==> src/rtl/fetch_sequencer.sv <==
// -----------------------------------------------------------------------------
// fetch_sequencer
//
// Multicycle control sequencer for the 16-bit RISC datapath. A single ALU is
// shared between PC increment (PC+2), branch/jump target calculation and
// register arithmetic. This block steps each instruction through a fixed state
// sequence and drives the selects/strobes for that shared datapath. It also
// counts retired instructions and raises a sticky fault when an instruction
// fetch waits too long.
//
// Parameters
//   MEM_TIMEOUT   consecutive FETCH cycles with mem_ready low before fault
//
// Ports
//   clock         system clock, rising edge
//   reset         asynchronous, active-low reset
//   start         leave IDLE, or HALTED when no fault is set
//   halt_req      halt at the next retire boundary
//   mem_ready     instruction word valid this cycle (looked at in FETCH only)
//   instr[15:0]   instruction word, opcode = instr[15:12]
//   alu_zero      ALU ZERO flag (looked at in BRANCH only)
//   mem_read      instruction read request
//   ir_write      instruction register load strobe
//   pc_write      ProgramCounter load from ALUOUT
//   alu_srca_sel  0 = PC, 1 = register A
//   alu_srcb_sel  00 = reg B, 01 = const 2, 10 = sext(imm) << 1, 11 = unused
//   alu_op        0 = add, 1 = subtract
//   reg_write     register file write strobe
//   opcode[3:0]   latched opcode of the current instruction
//   busy          high in every state except IDLE and HALTED
//   fault         sticky fetch-timeout flag, cleared only by reset
//   instr_count   retired-instruction counter, wraps 0xFFFF -> 0x0000
// -----------------------------------------------------------------------------
module fetch_sequencer #(
  parameter int MEM_TIMEOUT = 15
) (
  input  logic        clock,
  input  logic        reset,
  input  logic        start,
  input  logic        halt_req,
  input  logic        mem_ready,
  input  logic [15:0] instr,
  input  logic        alu_zero,
  output logic        mem_read,
  output logic        ir_write,
  output logic        pc_write,
  output logic        alu_srca_sel,
  output logic [1:0]  alu_srcb_sel,
  output logic        alu_op,
  output logic        reg_write,
  output logic [3:0]  opcode,
  output logic        busy,
  output logic        fault,
  output logic [15:0] instr_count
);

  // Wide enough to hold MEM_TIMEOUT itself.
  localparam int WAIT_W = (MEM_TIMEOUT < 2) ? 1 : $clog2(MEM_TIMEOUT + 1);

  // The wait counter holds the number of already-elapsed not-ready FETCH
  // cycles, so the timeout fires during the MEM_TIMEOUT-th such cycle.
  localparam logic [WAIT_W-1:0] WAIT_LAST = WAIT_W'(MEM_TIMEOUT - 1);

  typedef enum logic [2:0] {
    S_IDLE        = 3'd0,
    S_FETCH       = 3'd1,
    S_DECODE      = 3'd2,
    S_EXEC        = 3'd3,
    S_WRITEBACK   = 3'd4,
    S_BRANCH      = 3'd5,
    S_BRANCH_TAKE = 3'd6,
    S_HALTED      = 3'd7
  } state_t;

  localparam logic [3:0] OP_ADD  = 4'h0;
  localparam logic [3:0] OP_SUB  = 4'h1;
  localparam logic [3:0] OP_BEQ  = 4'h2;
  localparam logic [3:0] OP_JMP  = 4'h3;
  localparam logic [3:0] OP_HALT = 4'hF;

  localparam logic       SRCA_PC  = 1'b0;
  localparam logic       SRCA_REG = 1'b1;
  localparam logic [1:0] SRCB_REG = 2'b00;
  localparam logic [1:0] SRCB_TWO = 2'b01;
  localparam logic [1:0] SRCB_IMM = 2'b10;

  localparam logic ALU_ADD = 1'b0;
  localparam logic ALU_SUB = 1'b1;

  state_t            state_q, state_d;
  logic [3:0]        opcode_q, opcode_d;
  logic [WAIT_W-1:0] wait_q, wait_d;
  logic              fault_q, fault_d;
  logic [15:0]       instr_count_q, instr_count_d;
  logic              retire;

  always_ff @(posedge clock or negedge reset) begin
    if (!reset) begin
      state_q       <= S_IDLE;
      opcode_q      <= 4'h0;
      wait_q        <= '0;
      fault_q       <= 1'b0;
      instr_count_q <= 16'h0000;
    end else begin
      state_q       <= state_d;
      opcode_q      <= opcode_d;
      wait_q        <= wait_d;
      fault_q       <= fault_d;
      instr_count_q <= instr_count_d;
    end
  end

  always_comb begin
    state_d       = state_q;
    opcode_d      = opcode_q;
    wait_d        = wait_q;
    fault_d       = fault_q;
    instr_count_d = instr_count_q;
    retire        = 1'b0;

    mem_read      = 1'b0;
    ir_write      = 1'b0;
    pc_write      = 1'b0;
    alu_srca_sel  = SRCA_PC;
    alu_srcb_sel  = SRCB_REG;
    alu_op        = ALU_ADD;
    reg_write     = 1'b0;

    case (state_q)
      S_IDLE: begin
        if (start) state_d = S_FETCH;
      end

      S_FETCH: begin
        mem_read = 1'b1;
        if (mem_ready) begin
          // Latch the instruction and use the idle ALU for PC <= PC + 2.
          ir_write     = 1'b1;
          opcode_d     = instr[15:12];
          alu_srca_sel = SRCA_PC;
          alu_srcb_sel = SRCB_TWO;
          alu_op       = ALU_ADD;
          pc_write     = 1'b1;
          wait_d       = '0;
          state_d      = S_DECODE;
        end else if (wait_q == WAIT_LAST) begin
          fault_d = 1'b1;
          wait_d  = '0;
          state_d = S_HALTED;
        end else begin
          wait_d = wait_q + 1'b1;
        end
      end

      S_DECODE: begin
        case (opcode_q)
          OP_ADD, OP_SUB: state_d = S_EXEC;
          OP_BEQ:         state_d = S_BRANCH;
          OP_JMP: begin
            // PC already holds PC+2, so the target is relative to that.
            alu_srca_sel = SRCA_PC;
            alu_srcb_sel = SRCB_IMM;
            alu_op       = ALU_ADD;
            pc_write     = 1'b1;
            retire       = 1'b1;
          end
          // HALT and every unassigned opcode retire here; HALT is steered
          // to HALTED by the retire logic below.
          default:        retire = 1'b1;
        endcase
      end

      S_EXEC: begin
        alu_srca_sel = SRCA_REG;
        alu_srcb_sel = SRCB_REG;
        alu_op       = opcode_q[0];
        state_d      = S_WRITEBACK;
      end

      S_WRITEBACK: begin
        reg_write = 1'b1;
        retire    = 1'b1;
      end

      S_BRANCH: begin
        // A - B; ZERO means equal.
        alu_srca_sel = SRCA_REG;
        alu_srcb_sel = SRCB_REG;
        alu_op       = ALU_SUB;
        if (alu_zero) state_d = S_BRANCH_TAKE;
        else          retire  = 1'b1;
      end

      S_BRANCH_TAKE: begin
        alu_srca_sel = SRCA_PC;
        alu_srcb_sel = SRCB_IMM;
        alu_op       = ALU_ADD;
        pc_write     = 1'b1;
        retire       = 1'b1;
      end

      S_HALTED: begin
        if (start && !halt_req && !fault_q) state_d = S_FETCH;
      end

      default: state_d = S_IDLE;
    endcase

    // halt_req only matters at this boundary, so an instruction in flight
    // always completes.
    if (retire) begin
      instr_count_d = instr_count_q + 16'd1;
      state_d       = (halt_req || (opcode_q == OP_HALT)) ? S_HALTED : S_FETCH;
    end
  end

  assign busy        = (state_q != S_IDLE) && (state_q != S_HALTED);
  assign opcode      = opcode_q;
  assign fault       = fault_q;
  assign instr_count = instr_count_q;

endmodule

==> config.mk <==
export PLATFORM = sky130hd
export DESIGN_NAME = fetch_sequencer
export DESIGN_NICKNAME = d
export VERILOG_FILES = /design/src/rtl/fetch_sequencer.sv
export SDC_FILE = /design/constraint.sdc
export NUM_CORES = 1
export LEC_CHECK = 0
export CAP_MARGIN = 0
export CORE_MARGIN = 5
export CORE_UTILIZATION = 30
export DETAILED_ROUTE_END_ITERATION = 16
export PLACE_DENSITY_LB_ADDON = 0.2
export SKIP_LAST_GASP = 1
export SYNTH_ARGS = -nofsm -noshare
export SYNTH_HDL_FRONTEND = slang
export SYNTH_SLANG_ARGS = --single-unit
==> constraint.sdc <==
create_clock -name clock -period 3.25 [get_ports clock]
set_input_delay 0.65 -clock clock [delete_from_list [all_inputs] [get_ports clock]]
set_output_delay 0.65 -clock clock [all_outputs]
set_load 0.1 [all_outputs]
# == Yosys cells after proc, flatten, opt, wreduce, memory -nomap -nowiden ==
# Cells that the tools add are included.
# classes
add_sub_neg,2
eq_ne,18
muxes,25
n_bitwise,1
n_reduce_logical,17
# op_table
op,count
$mux W3,7
$pmux W3 S6,1
$add A16 B1 Y16 const B,1
$eq A3 B3 Y1 const B,4
$ne A3 B3 Y1 const B,4
$mux W1,9
$eq A4 B2 Y1 const B,2
$eq A4 B4 Y1 const B,2
$mux W4,2
$ne A4 B4 Y1 const B,2
$reduce_bool A7 Y1,1
$eq A3 B2 Y1 const B,2
$pmux W1 S3,2
$pmux W2 S3,1
$pmux W3 S2,1
$reduce_and A6 Y1,1
$reduce_or A2 Y1,3
$add A4 B1 Y4 const B,1
$eq A4 B1 Y1 const B,1
$logic_not A4 Y1,1
$eq A3 B1 Y1 const B,1
$logic_and A1 B1 Y1,3
$logic_not A3 Y1,1
$reduce_and A3 Y1,1
other kinds (8),9
# word_totals
regBits,28
in_bits,22
out_inout_bits,30
wordCells,68

# == Logic depth before layout (Yosys ltp) ==
# depth
word_depth,6
ltp_mapped,6

# == Least setup slack after synthesis ==
# Ideal clock, no wire load.
# synth_timing
path_type,reg-to-output
from,"register opcode_q[2], in the netlist opcode[2]"
to,output port pc_write
arrival_ns,3.333
setup_slack_ns,-0.733
stages_incl_launch_ff,5
path_cell_list,dfrtp_1 nor2_1 a31oi_1 nor2_1 or2_1
# synth_between
elab_chain_len,3
# synth_lines
element,line,source
"start, declared",91,"logic [3:0] opcode_q, opcode_d;"
"start signal, assigned",106,opcode_q <= opcode_d;
$eq A4 B2 Y1,156,case (opcode_q)
$mux W1,156,
$pmux W1 S3,129,case (state_q)
"end, declared",46,"output logic pc_write,"
# Every way passes these cells.

# == Final worst setup path ==
# layout_timing
from,register state_q[2]
to,output port pc_write
# layout_between
elab_chain_len,2
# layout_lines
element,line,source
"start, declared",90,"state_t state_q, state_d;"
"start signal, assigned",105,state_q <= state_d;
"$eq A3 B3 Y1, or another cell as far along",129,
$pmux W1 S3 *,129,
# Every way passes the cells marked *; elsewhere a longest branch is shown, timed or not.

==> flow_metrics.env <==
export IMPL_status="completed"
export IMPL_relSlewSlack_pct=44.7
export IMPL_syn_cell_area_um2=1530
export IMPL_crit_chain="or3b_1 > inv_2 > and2_1 > or2_1 > buf_12"
export IMPL_critPathArrivalTime_ps=2250
export IMPL_num_vias=1312
export IMPL_critical_path_top_delay_family="simple AND/OR/NAND/NOR gates"
export IMPL_synth_edf_count=0
export IMPL_nFillCells=517
export IMPL_area_growth_pct=30.8
export IMPL_cts_max_path_buffers=2
export IMPL_syn_nets=178
export IMPL_cp_required_ps=2600
export IMPL_diodes=0
export IMPL_routed_wl_mm=3.73
export IMPL_port_buffers=39
export IMPL_finClkSkew_ps=3.33
export IMPL_finalWorstPathRequiredPeriod_ps=2900
export IMPL_post_cts_resized=0
export IMPL_place_hpwl_mm=2.76
export IMPL_die_area_um2=6640
export IMPL_crit_type="flop to output port"
export IMPL_synth_cells=153
export IMPL_hold_class="flop to flop"
export IMPL_cp_slowest_cell="dfrtp_1"
export IMPL_syn_avg_cell_area_um2=10.0
export IMPL_finalSetupViolations=0
export IMPL_crit_fanout=16
export IMPL_cp_slowest_stage_delay_ps=570
export IMPL_rows=26
export IMPL_post_cts_buffers=0
export IMPL_die_w_um=81.5
export IMPL_yosys_warnings=0
export IMPL_synthFlopType="dfrtp_1"
export IMPL_gr_total_overflow=0
export IMPL_core_um2=5040
export IMPL_hold_viol_final=0
export IMPL_grt_pass1_wl_mm=6.20
export IMPL_worstMarginPinSlew_ps=824
export IMPL_grt_pass1_vias=1285
export IMPL_antenna_left=0
export IMPL_setup_tns_ps=0
export IMPL_end_kind="output port"
export IMPL_ys_ff_latch=28
export IMPL_yosysUniqueCellTypes=40
export IMPL_grt_use_total_pct=11.8
export IMPL_start_util_pct=30.4
export IMPL_finalNetCount=217
export IMPL_clk_pin_slew_ps=90
export IMPL_start_kind="flop"
export IMPL_drcViolationCount=0
export IMPL_numCtsBuffers=3
export IMPL_grt_start_max_net_pins=29
export IMPL_drive_gt1_share_pct=21.6
export IMPL_h_tree_depth=1
export IMPL_layout_common_cells="29 x buf_4, 28 x dfrtp_1, 14 x xnor2_1, 11 x nand4_1"
export IMPL_finalCritPeriodShare_pct=89.2
export IMPL_root_buffer="clkbuf_8"
export IMPL_via_per_inst=5.05
export IMPL_synthArstFlopShare_pct=100
export IMPL_drt_iter0_drc=126
export IMPL_place_congestion=0.788
export IMPL_rsz0062_at_grt="false"
export IMPL_postCtsHoldBufs=0
export IMPL_pin_count=52
export IMPL_synth_seq_area_share_pct=45.7
export IMPL_clock_sinks=28
export IMPL_avgRoutedWirePerCell_um=14.3
export IMPL_timing_fmax_mhz=345
export IMPL_final_common_cell="buf_4"
export IMPL_critical_path_n_buffers_inverters=2
export IMPL_cts_tree="done"
export IMPL_dr_pass1_iters=4
export IMPL_final_max_slew_violation_count=0
export IMPL_grt_antenna_before_repair=0
export IMPL_clock_latency_ps=270
export IMPL_die_h_um=81.5
export IMPL_cap_violations=0
[cell usage after synthesis, types with 3 or more instances]
library cell	count	area (um2)
nand2b_1	6	37.5
o21ai_1	7	35.0
and2_1	3	18.8
xnor2_1	14	123
nand4_1	11	68.8
a21oi_1	4	20.0
inv_1	4	15.0
mux2_1	5	56.3
nor2_1	10	37.5
and3_1	4	25.0
buf_2	4	20.0
nand2_1	9	33.8
nand3_1	7	35.0
ha_1	3	37.5
clkbuf_1	3	11.3
a31oi_1	3	18.8
dfrtp_1	28	701
[flip-flops by register name, indices dropped and copies added (netlist names)]
register and cells:
fault 1, instr_count 16, state_q 3, opcode 4, wait_q 4
[cells by family after synthesis]
kind of cell,synth area share (%)
mux,3.67
flops,45.7
compound gates,12.9
buf+inv,3.26
fa+ha+maj,2.45
xor+xnor,8.56
simple gates,23.5
[per-layer routing]
layer / part of all wire, % / global-route usage [%]
met2: 49 / 18.8
met1: 44 / 15.4
met5: 0 / 0
met4: 1.2 / 4.22
met3: 6.1 / 2.85
[worst register-to-register path, stage by stage (launching register included)]
cell	delay (ps)
dfrtp_1	570
or3b_1	560
inv_2	130
and2_1	340
mux2_1	360
[stage by stage]
step                cell area [um2]  hold slack, ps  worst slack (ps)  std cells  util, %
floorplan                      1540             354              -256        153        -
global route                   2010             511               205        260     39.8
global placement               1960             465               601        257     39.0
detailed placement             1960             471               548        257     39.0
finish                         2010             483               350        260     39.8
CTS                            2010             486               336        260     39.8
[cell type report]
type,instances,area (um2),area share (%)
Timing Repair Buffer,41,368,18.3
Clock buffer,3,41.3,2.06
Inverter,5,18.8,0.936
Sequential cell,28,701,34.9
Tap cell,70,87.6,4.37
Multi-Input combinational cell,113,790,39.4
[worst paths after layout]
kind | slack (ps) | depth (start not counted) | from | end
min in group asynchronous | 750 | 2 | reset | wait_q[3]$_DFFE_PN0P_
worst min-delay path | 480 | 1 | instr_count[15]$_DFFE_PN0P_ | instr_count[15]$_DFFE_PN0P_
worst max register to register | 1190 | 4 | state_q[2]$_DFFE_PN0P_ | opcode[1]$_DFFE_PN0P_
worst max-delay path | 350 | 5 | state_q[2]$_DFFE_PN0P_ | pc_write
worst min register to register | 480 | 1 | instr_count[15]$_DFFE_PN0P_ | instr_count[15]$_DFFE_PN0P_
max in group asynchronous | 2230 | 2 | reset | instr_count[4]$_DFFE_PN0P_
Power is left out: the tool's default activity adds up to more than one toggle a clock period on the data nets, which glitch-free logic cannot reach.
